[src/rtl/adder_digit_serial_if.sv]
// ============================================================================
// Module   : adder_digit_serial_if
// Brief    : Start/busy/done handshake and operand/result bus for the
//            digit-serial adder.
// Revision : 1.0 - initial release
// ============================================================================
`default_nettype none

interface adder_digit_serial_if #(
  parameter int WIDTH = 16
);
  logic             start;
  logic [WIDTH-1:0] a;
  logic [WIDTH-1:0] b;
  logic             cin;
  logic             sub;
  logic             busy;
  logic             done;
  logic [WIDTH-1:0] s;
  logic             cout;
  logic             ovf;

  modport master (
    output start, a, b, cin, sub,
    input  busy, done, s, cout, ovf
  );

  modport slave (
    input  start, a, b, cin, sub,
    output busy, done, s, cout, ovf
  );
endinterface

`default_nettype wire

[src/rtl/adder_digit_serial.sv]
// ============================================================================
// Module   : adder_digit_serial
// Brief    : Multi-cycle adder/subtractor processing DIGIT bits per clock,
//            WIDTH/DIGIT cycles per operation. Overflow flag is built only
//            when ADDER_DIGIT_SERIAL_OVF_EN is defined.
// Revision : 1.0 - initial release
// ============================================================================
`default_nettype none

module adder_digit_serial #(
  parameter int WIDTH = 16,
  parameter int DIGIT = 4
) (
  input  wire logic              clk,
  input  wire logic              rst,
  adder_digit_serial_if.slave    bus
);

  localparam int c_N  = WIDTH / DIGIT;
  localparam int c_CW = (c_N > 1) ? $clog2(c_N) : 1;
  localparam logic [c_CW-1:0] c_LAST = c_CW'(c_N - 1);

  typedef enum logic [1:0] {
    ST_IDLE = 2'd0,
    ST_RUN  = 2'd1,
    ST_DONE = 2'd2
  } state_e;

  state_e           state_q, state_d;
  logic [WIDTH-1:0] a_q, a_d;
  logic [WIDTH-1:0] b_q, b_d;
  logic [WIDTH-1:0] s_q, s_d;
  logic             carry_q, carry_d;
  logic             cout_q, cout_d;
  logic [c_CW-1:0]  cnt_q, cnt_d;

  logic [DIGIT:0]   w_dsum;
  logic [WIDTH-1:0] w_a_shr;
  logic [WIDTH-1:0] w_b_shr;
  logic [WIDTH-1:0] w_result;
  logic             w_run_last;

  assign w_dsum = {1'b0, a_q[DIGIT-1:0]} + {1'b0, b_q[DIGIT-1:0]}
                + {{DIGIT{1'b0}}, carry_q};

  assign w_run_last = (state_q == ST_RUN) && (cnt_q == c_LAST);

  // Only the upper WIDTH-DIGIT bits of the result shift register are kept:
  // the incoming digit is combined with them to form the full result.
  if (DIGIT == WIDTH) begin : g_single
    assign w_a_shr  = '0;
    assign w_b_shr  = '0;
    assign w_result = w_dsum[DIGIT-1:0];
  end else begin : g_multi
    logic [WIDTH-DIGIT-1:0] res_q;

    assign w_a_shr  = {{DIGIT{1'b0}}, a_q[WIDTH-1:DIGIT]};
    assign w_b_shr  = {{DIGIT{1'b0}}, b_q[WIDTH-1:DIGIT]};
    assign w_result = {w_dsum[DIGIT-1:0], res_q};

    always_ff @(posedge clk) begin
      if (rst) begin
        res_q <= '0;
      end else if (state_q == ST_RUN) begin
        res_q <= w_result[WIDTH-1:DIGIT];
      end
    end
  end

  always_ff @(posedge clk) begin
    if (rst) begin
      state_q <= ST_IDLE;
      a_q     <= '0;
      b_q     <= '0;
      s_q     <= '0;
      carry_q <= 1'b0;
      cout_q  <= 1'b0;
      cnt_q   <= '0;
    end else begin
      state_q <= state_d;
      a_q     <= a_d;
      b_q     <= b_d;
      s_q     <= s_d;
      carry_q <= carry_d;
      cout_q  <= cout_d;
      cnt_q   <= cnt_d;
    end
  end

  always_comb begin
    state_d = state_q;
    a_d     = a_q;
    b_d     = b_q;
    s_d     = s_q;
    carry_d = carry_q;
    cout_d  = cout_q;
    cnt_d   = cnt_q;

    unique case (state_q)
      ST_IDLE, ST_DONE: begin
        if (bus.start) begin
          // Subtraction is a + ~b + 1; the forced carry replaces cin.
          a_d     = bus.a;
          b_d     = bus.sub ? ~bus.b : bus.b;
          carry_d = bus.sub ? 1'b1 : bus.cin;
          cnt_d   = '0;
          state_d = ST_RUN;
        end else begin
          state_d = ST_IDLE;
        end
      end
      ST_RUN: begin
        a_d     = w_a_shr;
        b_d     = w_b_shr;
        carry_d = w_dsum[DIGIT];
        cnt_d   = cnt_q + c_CW'(1);
        if (w_run_last) begin
          s_d     = w_result;
          cout_d  = w_dsum[DIGIT];
          state_d = ST_DONE;
        end
      end
      default: begin
        state_d = ST_IDLE;
      end
    endcase
  end

  assign bus.busy = (state_q == ST_RUN);
  assign bus.done = (state_q == ST_DONE);
  assign bus.s    = s_q;
  assign bus.cout = cout_q;

`ifdef ADDER_DIGIT_SERIAL_OVF_EN
  logic ovf_q;
  logic w_msb_cin;

  // Carry into the top bit recovered from the top bit's sum and operands.
  assign w_msb_cin = w_dsum[DIGIT-1] ^ a_q[DIGIT-1] ^ b_q[DIGIT-1];

  always_ff @(posedge clk) begin
    if (rst) begin
      ovf_q <= 1'b0;
    end else if (w_run_last) begin
      ovf_q <= w_msb_cin ^ w_dsum[DIGIT];
    end
  end

  assign bus.ovf = ovf_q;
`else
  assign bus.ovf = 1'b0;
`endif

endmodule

`default_nettype wire

[src/flat_wrapper.sv]
// flat-port wrapper written by rule: the top's interface ports become plain ports
module adder_digit_serial_flat 
#(
  parameter int WIDTH = 16,
  parameter int DIGIT = 4
)
  (clk, rst, bus_start, bus_a, bus_b, bus_cin, bus_sub, bus_busy, bus_done, bus_s, bus_cout, bus_ovf);
  adder_digit_serial_if #(.WIDTH(WIDTH)) bus_i ();
  input  wire logic clk;
  input  wire logic rst;
  input wire logic [$bits(bus_i.start)-1:0] bus_start;
  input wire logic [$bits(bus_i.a)-1:0] bus_a;
  input wire logic [$bits(bus_i.b)-1:0] bus_b;
  input wire logic [$bits(bus_i.cin)-1:0] bus_cin;
  input wire logic [$bits(bus_i.sub)-1:0] bus_sub;
  output wire logic [$bits(bus_i.busy)-1:0] bus_busy;
  output wire logic [$bits(bus_i.done)-1:0] bus_done;
  output wire logic [$bits(bus_i.s)-1:0] bus_s;
  output wire logic [$bits(bus_i.cout)-1:0] bus_cout;
  output wire logic [$bits(bus_i.ovf)-1:0] bus_ovf;
  assign bus_i.start = bus_start;
  assign bus_i.a = bus_a;
  assign bus_i.b = bus_b;
  assign bus_i.cin = bus_cin;
  assign bus_i.sub = bus_sub;
  assign bus_busy = bus_i.busy;
  assign bus_done = bus_i.done;
  assign bus_s = bus_i.s;
  assign bus_cout = bus_i.cout;
  assign bus_ovf = bus_i.ovf;
  adder_digit_serial #(.WIDTH(WIDTH), .DIGIT(DIGIT)) u_core (.clk(clk), .rst(rst), .bus(bus_i));
endmodule
[config.mk]
export PLATFORM = sky130hd
export DESIGN_NAME = adder_digit_serial_flat
export DESIGN_NICKNAME = d
export VERILOG_FILES = /design/src/rtl/adder_digit_serial_if.sv /design/src/rtl/adder_digit_serial.sv /design/src/flat_wrapper.sv
export SDC_FILE = /design/constraint.sdc
export NUM_CORES = 1
export LEC_CHECK = 0
export CAP_MARGIN = 20
export CELL_PAD_IN_SITES_DETAIL_PLACEMENT = 0
export CELL_PAD_IN_SITES_GLOBAL_PLACEMENT = 1
export CORE_MARGIN = 2
export CORE_UTILIZATION = 40
export DETAILED_ROUTE_END_ITERATION = 7
export GPL_TIMING_DRIVEN = 0
export PLACE_DENSITY_LB_ADDON = 0.1
export SYNTH_ARGS = -nofsm -noshare
export SYNTH_HDL_FRONTEND = slang
export SYNTH_SLANG_ARGS = --single-unit
[constraint.sdc]
create_clock -name clk -period 3.22 [get_ports clk]
set_input_delay 0.644 -clock clk [delete_from_list [all_inputs] [get_ports clk]]
set_output_delay 0.644 -clock clk [all_outputs]
set_load 0.03 [all_outputs]
==> metrics.yaml <==
setup_path:
  cp_cell_sequence: "nand2b_2, inv_4, buf_2, clkdlybuf4s50_1"
  required_ns: 2.58
  critPathMaxFanout: 10
  cp.arrival_ns: 1.91
  cp-endpoint: "bus_busy"
  crit_path_end_kind: "output port"
  crit_family: "buffers and inverters"
  r2r_setup_slack_ns: 1.50
  r2r_start: "u_core.a_q[0]$_SDFFE_PP0P_"
  r2r-end: "u_core.carry_q$_SDFFE_PP0P_"
  worstSetupPathType: "flip-flop to output port"
  timing.critical_path.buf_inv: 3
  start_kind: "flip-flop"
  critPathSlowestCell: "clkdlybuf4s50_1"
  r2r_cells: 8
  critPathLaunch: "u_core.state_q[1]$_SDFFE_PP0P_"
  slowest_delay_ns: 0.70
  critical_path_depth: 4
placed_design:
  hpwl_um: 4660
  place.gp.congestion: 0.765
  io_buffers: 53
cells_and_area:
  postLayoutCoreUtil: 0.533
  seqCellArea_sq_um: 1320
  antenna_cells: 0
  area_growth_pct: 30.6
  drive_above_1_share: 0.0904
  nNetsFinal: 425
  multi_input_area_sq_um: 1250
  fill_cells: 683
global_routing:
  grt_pass1_vias: 2229
  antenna_found_initial: 0
  grt_pass1_wl_um: 10800
  track_usage: 0.186
  grt_overflow: 0
  grt_max_degree: 13
power_and_ir_drop:
  p_int_w: 0.00134
  p_comb_frac: 0.130
  power_density_nw_per_um2: 512
  p_switching_w: 0.000482
  seqPwrFrac: 0.483
  leakagePower_nw: 1.33
  vdd_drop_max_mv: 0.283
  p_clk_frac: 0.388
  switching_share: 0.264
clocking:
  cts_made_buffers: 9
  clk_path_buf_depth: 2
  hold_buffers: 0
  cts_setup_buffers: 0
  postCtsResizedCells: 0
  cts.clk_slew.worst_paths_ns: 0.07
  clk_latency_ns: 0.34
  cts_tree: "built"
  htreeDepth: 3
  ctsRootBufferMaster: "clkbuf_8"
  clock-sinks: 66
synth:
  synth_edf_count: 0
  yosys_warnings: 0
  post-synth-top-area-cell: "dfxtp_1"
  synthArstFlopShare: 0
  syn_area_sq_um: 2730
  synth_common_cells: "nand2_1 (72), dfxtp_1 (66), a21oi_1 (49), a22oi_1 (32), nor2_1 (23)"
  postSynthAreaPerCell_sq_um: 8.57
  netlist_instances: 318
  ys_types: 30
  ys_seq_area_frac: 0.485
  yosysMostFrequentCell: "nand2_1"
  syn-num-nets: 361
  synth-seq-cells: 66
  yosys-top-cells-area: "dfxtp_1 (48%), nand2_1 (9.9%), a21oi_1 (9.0%)"
  yosys.area.top_type_share: 0.485
  ys.flop_type: "dfxtp_1"
detailed_routing:
  wl_per_cell_um: 13.8
  ant_nets: 0
  drtPass1Iterations: 5
  viasPerCell: 5.05
  num_vias: 2359
  drc: 0
  drt_iter0_drc: 71
  drt-total-wl_um: 6470
sta:
  finalCriticalPeriod_ns: 2.56
  hold_viol: 0
  slew_headroom: 0.623
  fin_skew_ns: 0.00811
  drv_slew: 0
  rsz0062_at_grt: "false"
  holdWs_ns: 0.448
  setup_viol: 0
  fin_crit_sh: 0.794
  fin_setup_tns_ns: 0
  max_freq_mhz: 391
  tightestPinTransition_ns: 0.566
floorplan:
  dieHeight_um: 86.6
  rows: 30
  dieWidth_um: 86.6
  start_util: 0.408
  num_io_pins: 57
  coreArea_sq_um: 6680
  fp.dieArea_sq_um: 7490
outcome:
  status: "completed"
hold_path:
  holdCritPathClass: "flip-flop to flip-flop"
job:
  cap_violations: 0
==> per-layer routing <==
metal	up-vias	share of wire	wire length [um]	track usage
met5	-	0	0	0
met4	0	0.015	99	0.0767
met3	9	0.046	299	0.0429
met2	52	0.48	3090	0.312
met1	1096	0.46	2980	0.229
li1	1202	-	-	-
==> power by group through the flow <==
stage | logic [W] | clock network [W] | registers [W]
after detailed placement | 0.000238 | 0 | 0.000899
after floorplan | 0.000148 | 0 | 0.000892
after CTS | 0.000239 | 0.000726 | 0.000880
final | 0.000236 | 0.000707 | 0.000880
after global placement | 0.000236 | 0 | 0.000898
after global routing | 0.000264 | 0.000755 | 0.000885
==> registers in the layout, summed over array words and instances (netlist names) <==
signal,flops
u_core.state_q,2
u_core.bus.cout,1
u_core.cnt_q,2
u_core.a_q,16
u_core.carry_q,1
u_core.bus.s,16
u_core.g_multi.res_q,12
u_core.b_q,16
==> logic make-up after synthesis <==
family,count (synthesis),synth area share
xor+xnor,17,0.0546
fa+ha+maj,6,0.0330
flops,66,0.485
simple gates,105,0.157
other cells,1,0.00138
compound gates,92,0.208
buf+inv,30,0.0574
mux,1,0.00367
==> worst min path at each step <==
stage / from / slack, ns / end / depth (start not counted)
2_1_floorplan: u_core.g_multi.res_q[3]$_SDFFE_PP0P_ / 0.43 / u_core.bus.s[3]$_SDFFE_PP0P_ / 2
3_3_place_gp: u_core.bus.s[6]$_SDFFE_PP0P_ / 0.44 / u_core.bus.s[6]$_SDFFE_PP0P_ / 2
3_5_place_dp: u_core.bus.s[5]$_SDFFE_PP0P_ / 0.45 / u_core.bus.s[5]$_SDFFE_PP0P_ / 2
4_1_cts: u_core.g_multi.res_q[2]$_SDFFE_PP0P_ / 0.45 / u_core.bus.s[2]$_SDFFE_PP0P_ / 2
5_1_grt: u_core.g_multi.res_q[1]$_SDFFE_PP0P_ / 0.47 / u_core.bus.s[1]$_SDFFE_PP0P_ / 2
6_report: u_core.g_multi.res_q[2]$_SDFFE_PP0P_ / 0.45 / u_core.bus.s[2]$_SDFFE_PP0P_ / 2
==> area by class of cell <==
type,instances,share of cell area
sequential,66,0.371
multi-input combinational,222,0.351
timing repair buffer,53,0.149
clock buffer,10,0.0387
buffer,25,0.0379
tap,80,0.0281
clock inverter,6,0.0186
inverter,5,0.00597
==> worst min-delay path, stage by stage, from the launching register on <==
cell and delay [ns]:
dfxtp_1 0.31, nand2_1 0.05, a21oi_1 0.05
==> per-stage QoR <==
| stage | std cells | total power [W] | setup WS (ns) | instance area (sq um) |
|---|---|---|---|---|
| 2_1_floorplan | 318 | 0.00104 | 1.65 | 2730 |
| 3_3_place_gp | 451 | 0.00113 | 0.916 | 3360 |
| 3_5_place_dp | 451 | 0.00114 | 0.917 | 3360 |
| 4_1_cts | 467 | 0.00184 | 0.634 | 3560 |
| 5_1_grt | 467 | 0.00190 | 0.567 | 3560 |
| 6_report | 467 | 0.00182 | 0.665 | 3560 |
==> cell usage in the layout (no fill, tap or decap), drive strengths merged, types with 2 or more instances in the layout <==
master         netlist  final
nand2               72     72
dfxtp               66     66
clkdlybuf4s50        0     53
a21oi               49     49
a22oi               32     32
nor2                24     24
clkbuf               8     18
buf                 17     17
xor2                15     15
inv                  5      5
a211oi               5      5
ha                   4      4
a21o                 3      3
clkinvlp             0      3
nor2b                2      2
xnor2                2      2
nor3                 2      2
o21ai                2      2
nand3b               2      2
fa                   2      2
clkinv               0      2
No activity file was read; power rests on OpenSTA's default activity.
